File: config.mk
export PLATFORM = sky130hd
export DESIGN_NAME = receiver
export DESIGN_NICKNAME = d
export VERILOG_FILES = /design/src/rtl/receiver.sv
export SDC_FILE = /design/constraint.sdc
export NUM_CORES = 1
export LEC_CHECK = 0
export BUFFER_PORTS_ARGS = -buffer_cell sky130_fd_sc_hd__buf_2
export CORE_ASPECT_RATIO = 1.5
export CORE_MARGIN = 2
export CORE_UTILIZATION = 36
export DETAILED_ROUTE_END_ITERATION = 8
export RECOVER_POWER = 100
export SYNTH_ARGS = -nofsm -noshare
export SYNTH_HDL_FRONTEND = slang
export SYNTH_SLANG_ARGS = --single-unit
File: constraint.sdc
create_clock -name clk -period 4.9 [get_ports clk]
set_clock_uncertainty 0.05 [all_clocks]
set_input_delay 0.98 -clock clk [delete_from_list [all_inputs] [get_ports clk]]
set_output_delay 0.98 -clock clk [all_outputs]
set_load 0.005 [all_outputs]
File: src/rtl/receiver.sv
// Serial frame receiver: start, 4-bit size, up to 15 bytes, CRC byte and stop bit, all MSB first.
// Define RECEIVER_CRC_CHECK_EN to build the CRC-8 checker; otherwise crcerr is tied to 0.
`timescale 1ns/1ps
module receiver (
    input  logic         clk,
    input  logic         reset,
    input  logic         RX,
    input  logic [7:0]   baudrate,
    output logic         RXI,
    output logic [3:0]   framesize,
    output logic [127:0] framebits,
    output logic         valid,
    output logic         crcerr,
    output logic         ferr
);

    typedef enum logic [2:0] {IDLE, START, SIZE, DATA, CRC, STOP} state_t;

    state_t         r_state, w_state;
    logic           r_rxQ;
    logic [7:0]     r_period, w_period;
    logic [7:0]     r_clkCnt, w_clkCnt;
    logic [2:0]     r_bitIdx, w_bitIdx;
    logic [3:0]     r_byteIdx, w_byteIdx;
    logic [3:0]     r_framesize, w_framesize;
    logic [127:0]   r_framebits, w_framebits;
    logic           r_valid, w_valid;
    logic           r_ferr, w_ferr;
    logic           w_rise, w_sample, w_endBit;
    logic [6:0]     w_bitPos;

    // Edges are detected on the raw line but bits are taken from r_rxQ, so counter
    // value j lines up with the j-th clock of the transmitted bit (works down to P=2).
    assign w_rise   = RX & ~r_rxQ;
    assign w_sample = (r_clkCnt == (r_period >> 1));
    assign w_endBit = (r_clkCnt == (r_period - 8'd1));
    assign w_bitPos = {r_byteIdx, ~r_bitIdx};

    always_ff @(posedge clk) begin
        r_rxQ <= RX;
    end

    always_comb begin
        w_state     = r_state;
        w_period    = r_period;
        w_clkCnt    = r_clkCnt;
        w_bitIdx    = r_bitIdx;
        w_byteIdx   = r_byteIdx;
        w_framesize = r_framesize;
        w_framebits = r_framebits;
        w_valid     = 1'b0;
        w_ferr      = 1'b0;
        case (r_state)
            IDLE: begin
                if (w_rise) begin
                    w_state     = START;
                    w_clkCnt    = 8'd0;
                    w_bitIdx    = 3'd0;
                    w_byteIdx   = 4'd0;
                    w_period    = (baudrate < 8'd2) ? 8'd2 : baudrate;
                    w_framesize = 4'd0;
                    w_framebits = '0;
                end
            end
            START: begin
                w_clkCnt = w_endBit ? 8'd0 : r_clkCnt + 8'd1;
                if (w_sample && !r_rxQ) begin
                    w_state  = IDLE;
                    w_clkCnt = 8'd0;
                end else if (w_endBit) begin
                    w_state = SIZE;
                end
            end
            SIZE: begin
                w_clkCnt = w_endBit ? 8'd0 : r_clkCnt + 8'd1;
                if (w_sample)
                    w_framesize = {r_framesize[2:0], r_rxQ};
                if (w_endBit) begin
                    if (r_bitIdx == 3'd3) begin
                        w_bitIdx = 3'd0;
                        w_state  = (w_framesize == 4'd0) ? CRC : DATA;
                    end else begin
                        w_bitIdx = r_bitIdx + 3'd1;
                    end
                end
            end
            DATA: begin
                w_clkCnt = w_endBit ? 8'd0 : r_clkCnt + 8'd1;
                if (w_sample)
                    w_framebits[w_bitPos] = r_rxQ;
                if (w_endBit) begin
                    w_bitIdx = r_bitIdx + 3'd1;
                    if (r_bitIdx == 3'd7) begin
                        if (r_byteIdx == r_framesize - 4'd1) begin
                            w_byteIdx = 4'd0;
                            w_state   = CRC;
                        end else begin
                            w_byteIdx = r_byteIdx + 4'd1;
                        end
                    end
                end
            end
            CRC: begin
                w_clkCnt = w_endBit ? 8'd0 : r_clkCnt + 8'd1;
                if (w_endBit) begin
                    w_bitIdx = r_bitIdx + 3'd1;
                    if (r_bitIdx == 3'd7)
                        w_state = STOP;
                end
            end
            STOP: begin
                w_clkCnt = r_clkCnt + 8'd1;
                if (w_sample) begin
                    w_state  = IDLE;
                    w_clkCnt = 8'd0;
                    w_valid  = ~r_rxQ;
                    w_ferr   = r_rxQ;
                end
            end
            default: w_state = IDLE;
        endcase
    end

    always_ff @(posedge clk) begin
        if (reset) begin
            r_state     <= IDLE;
            r_period    <= 8'd0;
            r_clkCnt    <= 8'd0;
            r_bitIdx    <= 3'd0;
            r_byteIdx   <= 4'd0;
            r_framesize <= 4'd0;
            r_framebits <= '0;
            r_valid     <= 1'b0;
            r_ferr      <= 1'b0;
        end else begin
            r_state     <= w_state;
            r_period    <= w_period;
            r_clkCnt    <= w_clkCnt;
            r_bitIdx    <= w_bitIdx;
            r_byteIdx   <= w_byteIdx;
            r_framesize <= w_framesize;
            r_framebits <= w_framebits;
            r_valid     <= w_valid;
            r_ferr      <= w_ferr;
        end
    end

    assign RXI       = (r_state == IDLE);
    assign framesize = r_framesize;
    assign framebits = r_framebits;
    assign valid     = r_valid;
    assign ferr      = r_ferr;

`ifdef RECEIVER_CRC_CHECK_EN
    logic [7:0] r_crc, r_rxcrc;
    logic       r_crcerr;
    logic       w_crcShift, w_rxcrcShift, w_frameEnd;

    function automatic logic [7:0] crcStep(input logic [7:0] crc, input logic din);
        logic fb;
        fb = crc[7] ^ din;
        return {crc[6:0], 1'b0} ^ (fb ? 8'h07 : 8'h00);
    endfunction

    assign w_crcShift   = w_sample && (r_state == SIZE || r_state == DATA);
    assign w_rxcrcShift = w_sample && (r_state == CRC);
    assign w_frameEnd   = w_sample && (r_state == STOP);

    // The check result is latched at the stop sample so it lands with valid/ferr.
    always_ff @(posedge clk) begin
        if (reset) begin
            r_crc    <= 8'd0;
            r_rxcrc  <= 8'd0;
            r_crcerr <= 1'b0;
        end else begin
            if (r_state == IDLE && w_rise)
                r_crc <= 8'd0;
            else if (w_crcShift)
                r_crc <= crcStep(r_crc, r_rxQ);
            if (w_rxcrcShift)
                r_rxcrc <= {r_rxcrc[6:0], r_rxQ};
            if (w_frameEnd)
                r_crcerr <= (r_crc != r_rxcrc);
        end
    end

    assign crcerr = r_crcerr;
`else
    assign crcerr = 1'b0;
`endif

endmodule
==> flow_summary.ini <==
[die]
die_height_um = 185
start_util = 0.365
die_area_mm2 = 0.0232
fp.coreArea_mm2 = 0.0216
io_pins = 147
dieWidth_um = 125
rows = 66

[logic_synthesis]
synth_edf_count = 0
ys_ff_latch = 161
yosysWarnings = 0
ys_seq_area_frac = 0.408
synth-async-reset-ratio = 0
postSynthAreaPerCell_um2 = 7.39
syn_inst = 1069
synthesis.nets = 1091
synth_top_flop_cell = dfxtp_1
ys_types = 61
syn_area_mm2 = 0.00790

[cts]
cts_sinks = 161
cts_made_buffers = 17
postCtsSetupBuffers = 0
cts.hold.buffers_added = 0
cts_buffer_depth = 2
cts_tree = built
htreeDepth = 4
cts_root_buf = clkbuf_16
worstSkewPairLatency_ns = 0.44
post_cts_resized = 0
clk_pin_slew_ns = 0.07

[grt]
grt_pass1_wl_mm = 40.3
grt_overflow_total = 0
grt_usage = 0.220
grt_pass1_vias = 7235
antenna_found_initial = 0
grt_max_degree = 89

[power]
p_total_mw = 3.33
ir_worst_vdd_v = 0.000193
leakagePower_nw = 3.34
powerDensity_mw_per_mm2 = 369

[setup_path]
r2r_end = r_byteIdx[2]$_SDFFE_PP0P_
timing.rr.start = r_state[2]$_SDFFE_PP0P_
r2r_setup_slack_ns = 1.02
worstPathArrival_ns = 4.20
crit_path_start_kind = flip-flop
r2r_cells = 6
required_ns = 5.21
end_kind = flip-flop
crit_type = reg2reg
cp_max_fo = 74

[cells_and_area]
num-fill-cells = 2330
nets = 1150
areaGrowthSynthToFinish_pct = 14.4
drive_above_1_share = 0.0868
fin_util = 0.417
diodes = 0
layout_common_cells = 272 x a21oi_1, 172 x nand2_1, 161 x dfxtp_1, 140 x o21ai_0, 109 x clkbuf_1
mostFrequentLayoutCell = a21oi_1

[placed_design]
portBuffers = 145
dp_hpwl_mm = 16.8
gp_congestion = 0.833

[run]
cap_violations = 1

[timing]
min_period_ns = 3.88
fmax_mhz = 258
final.setup.tns_ns = 0
post-route-period-util = 0.792
rsz0062_at_grt = no
tightest_slew_ns = 1.55
setup_viol_count_final = 0
report.final.hold_viol_count = 0
slew_viol_final = 75
slew_headroom = -0.0333

[detailed_routing]
drcViolationCount = 0
detail-route-antenna-nets = 0
vias = 7869
drtPass1Iterations = 5
vias_per_cell = 5.57
drtIter0Drc = 635
drt-total-wl_mm = 26.3
wl_per_cell_um = 18.6

[hold_path]
hold_depth = 2
hp-class = reg2reg
worst_hold_startpoint = framebits[36]$_SDFFE_PP0P_
hold-path-endpoint = framebits[36]$_SDFFE_PP0P_

[outcome]
status = finished, violations left
violations = capacitance limit, slew limit
## stage by stage
stage                     cell area, µm²  hold WS, ns  setup slack (ns)  cells
after floorplan                     7900        0.416              2.47   1069
after global placement              8620        0.406              1.78   1381
after detailed placement            8620        0.412              1.74   1381
after CTS                           9240        0.421              1.70   1413
after global routing                9030        0.438             0.766   1413
final                               9030        0.418              1.02   1413
## flip-flops by register name, indices dropped and copies added, names as in the netlist
name,count
r_clkCnt,8
r_rxQ,1
r_bitIdx,3
ferr,1
valid,1
framebits,128
framesize,4
r_period,8
r_byteIdx,4
r_state,3
## cells in the mapped netlist, drive strengths merged, types with 2 or more instances
| cell type | instances | area (µm²) |
|---|---|---|
| inv | 12 | 45.0 |
| clkbuf | 93 | 349 |
| nand2 | 172 | 646 |
| nand3b | 5 | 37.5 |
| nor3b | 3 | 22.5 |
| a41oi | 2 | 25.0 |
| and4 | 2 | 17.5 |
| o2111ai | 2 | 17.5 |
| o21ai | 140 | 708 |
| o22ai | 6 | 37.5 |
| o211a | 2 | 20.0 |
| xnor2 | 12 | 105 |
| nor2 | 22 | 90.1 |
| nand2b | 4 | 25.0 |
| ha | 11 | 138 |
| dfxtp | 161 | 3220 |
| a211oi | 3 | 22.5 |
| nand4 | 2 | 12.5 |
| or4 | 3 | 30.0 |
| a31o | 2 | 17.5 |
| nor4 | 6 | 37.5 |
| and3 | 9 | 56.3 |
| nand3 | 10 | 50.1 |
| nor2b | 14 | 87.6 |
| o21a | 2 | 15.0 |
| or2 | 4 | 25.0 |
| a21oi | 274 | 1380 |
| a2111oi | 2 | 42.5 |
| a21o | 2 | 15.0 |
| xor2 | 10 | 87.6 |
| mux2i | 3 | 30.0 |
| and2 | 20 | 125 |
| buf | 29 | 154 |
| nor3 | 11 | 65.1 |
## critical path: stages (launching register included)
cell and delay [ns]:
dfxtp_1 0.55, nand2b_1 0.25, or2_4 0.60, clkbuf_2 1.25, o21ai_0 0.55, or2_1 0.35, a21oi_1 0.13
## metal layers
layer	track usage	part of all wire
met1	0.273	0.43
met2	0.375	0.49
met3	0.0445	0.051
met4	0.0849	0.021
met5	0	0
## layout make-up
type	count	area, µm²	area share
Tap cell	272	340	0.0377
Multi-Input combinational cell	774	4100	0.454
Inverter	12	45.0	0.00499
Clock buffer	19	443	0.0491
Timing Repair Buffer	162	701	0.0776
Sequential cell	161	3220	0.357
Clock inverter	13	178	0.0197
## kinds of logic (layout without fill, tap and decap cells)
| logic type | Yosys count | after routing | synth area share |
|---|---|---|---|
| AO/OA/AOI/OAI | 443 | 443 | 0.298 |
| AND/OR/NAND/NOR | 292 | 292 | 0.174 |
| buffers and inverters | 134 | 206 | 0.0694 |
| flip-flops | 161 | 161 | 0.408 |
| multiplexers | 4 | 4 | 0.00523 |
| adder cells (fa/ha/maj) | 11 | 11 | 0.0174 |
| other | 1 | 1 | 0.000475 |
| XOR/XNOR | 23 | 23 | 0.0274 |
## how the worst max path moves through the flow
stage / startpoint / to / slack, ns / cells after the start
floorplan: RX / framebits[0]$_SDFFE_PP0P_ / 2.47 / 8
global placement: r_state[0]$_SDFFE_PP0P_ / framebits[31]$_SDFFE_PP0P_ / 1.78 / 8
detailed placement: r_state[0]$_SDFFE_PP0P_ / framebits[87]$_SDFFE_PP0P_ / 1.74 / 8
CTS: r_state[0]$_SDFFE_PP0P_ / framebits[87]$_SDFFE_PP0P_ / 1.70 / 8
global route: r_state[0]$_SDFFE_PP0P_ / framebits[6]$_SDFFE_PP0P_ / 0.77 / 8
finish: r_state[2]$_SDFFE_PP0P_ / r_byteIdx[2]$_SDFFE_PP0P_ / 1.02 / 6
## power by group
group          leakage (nW)  internal (mW)  switching (mW)
logic                  1.74          0.162           0.355
clock network         0.302          0.827           0.591
registers              1.30           1.33          0.0601
(Power assumes the default switching activity.)
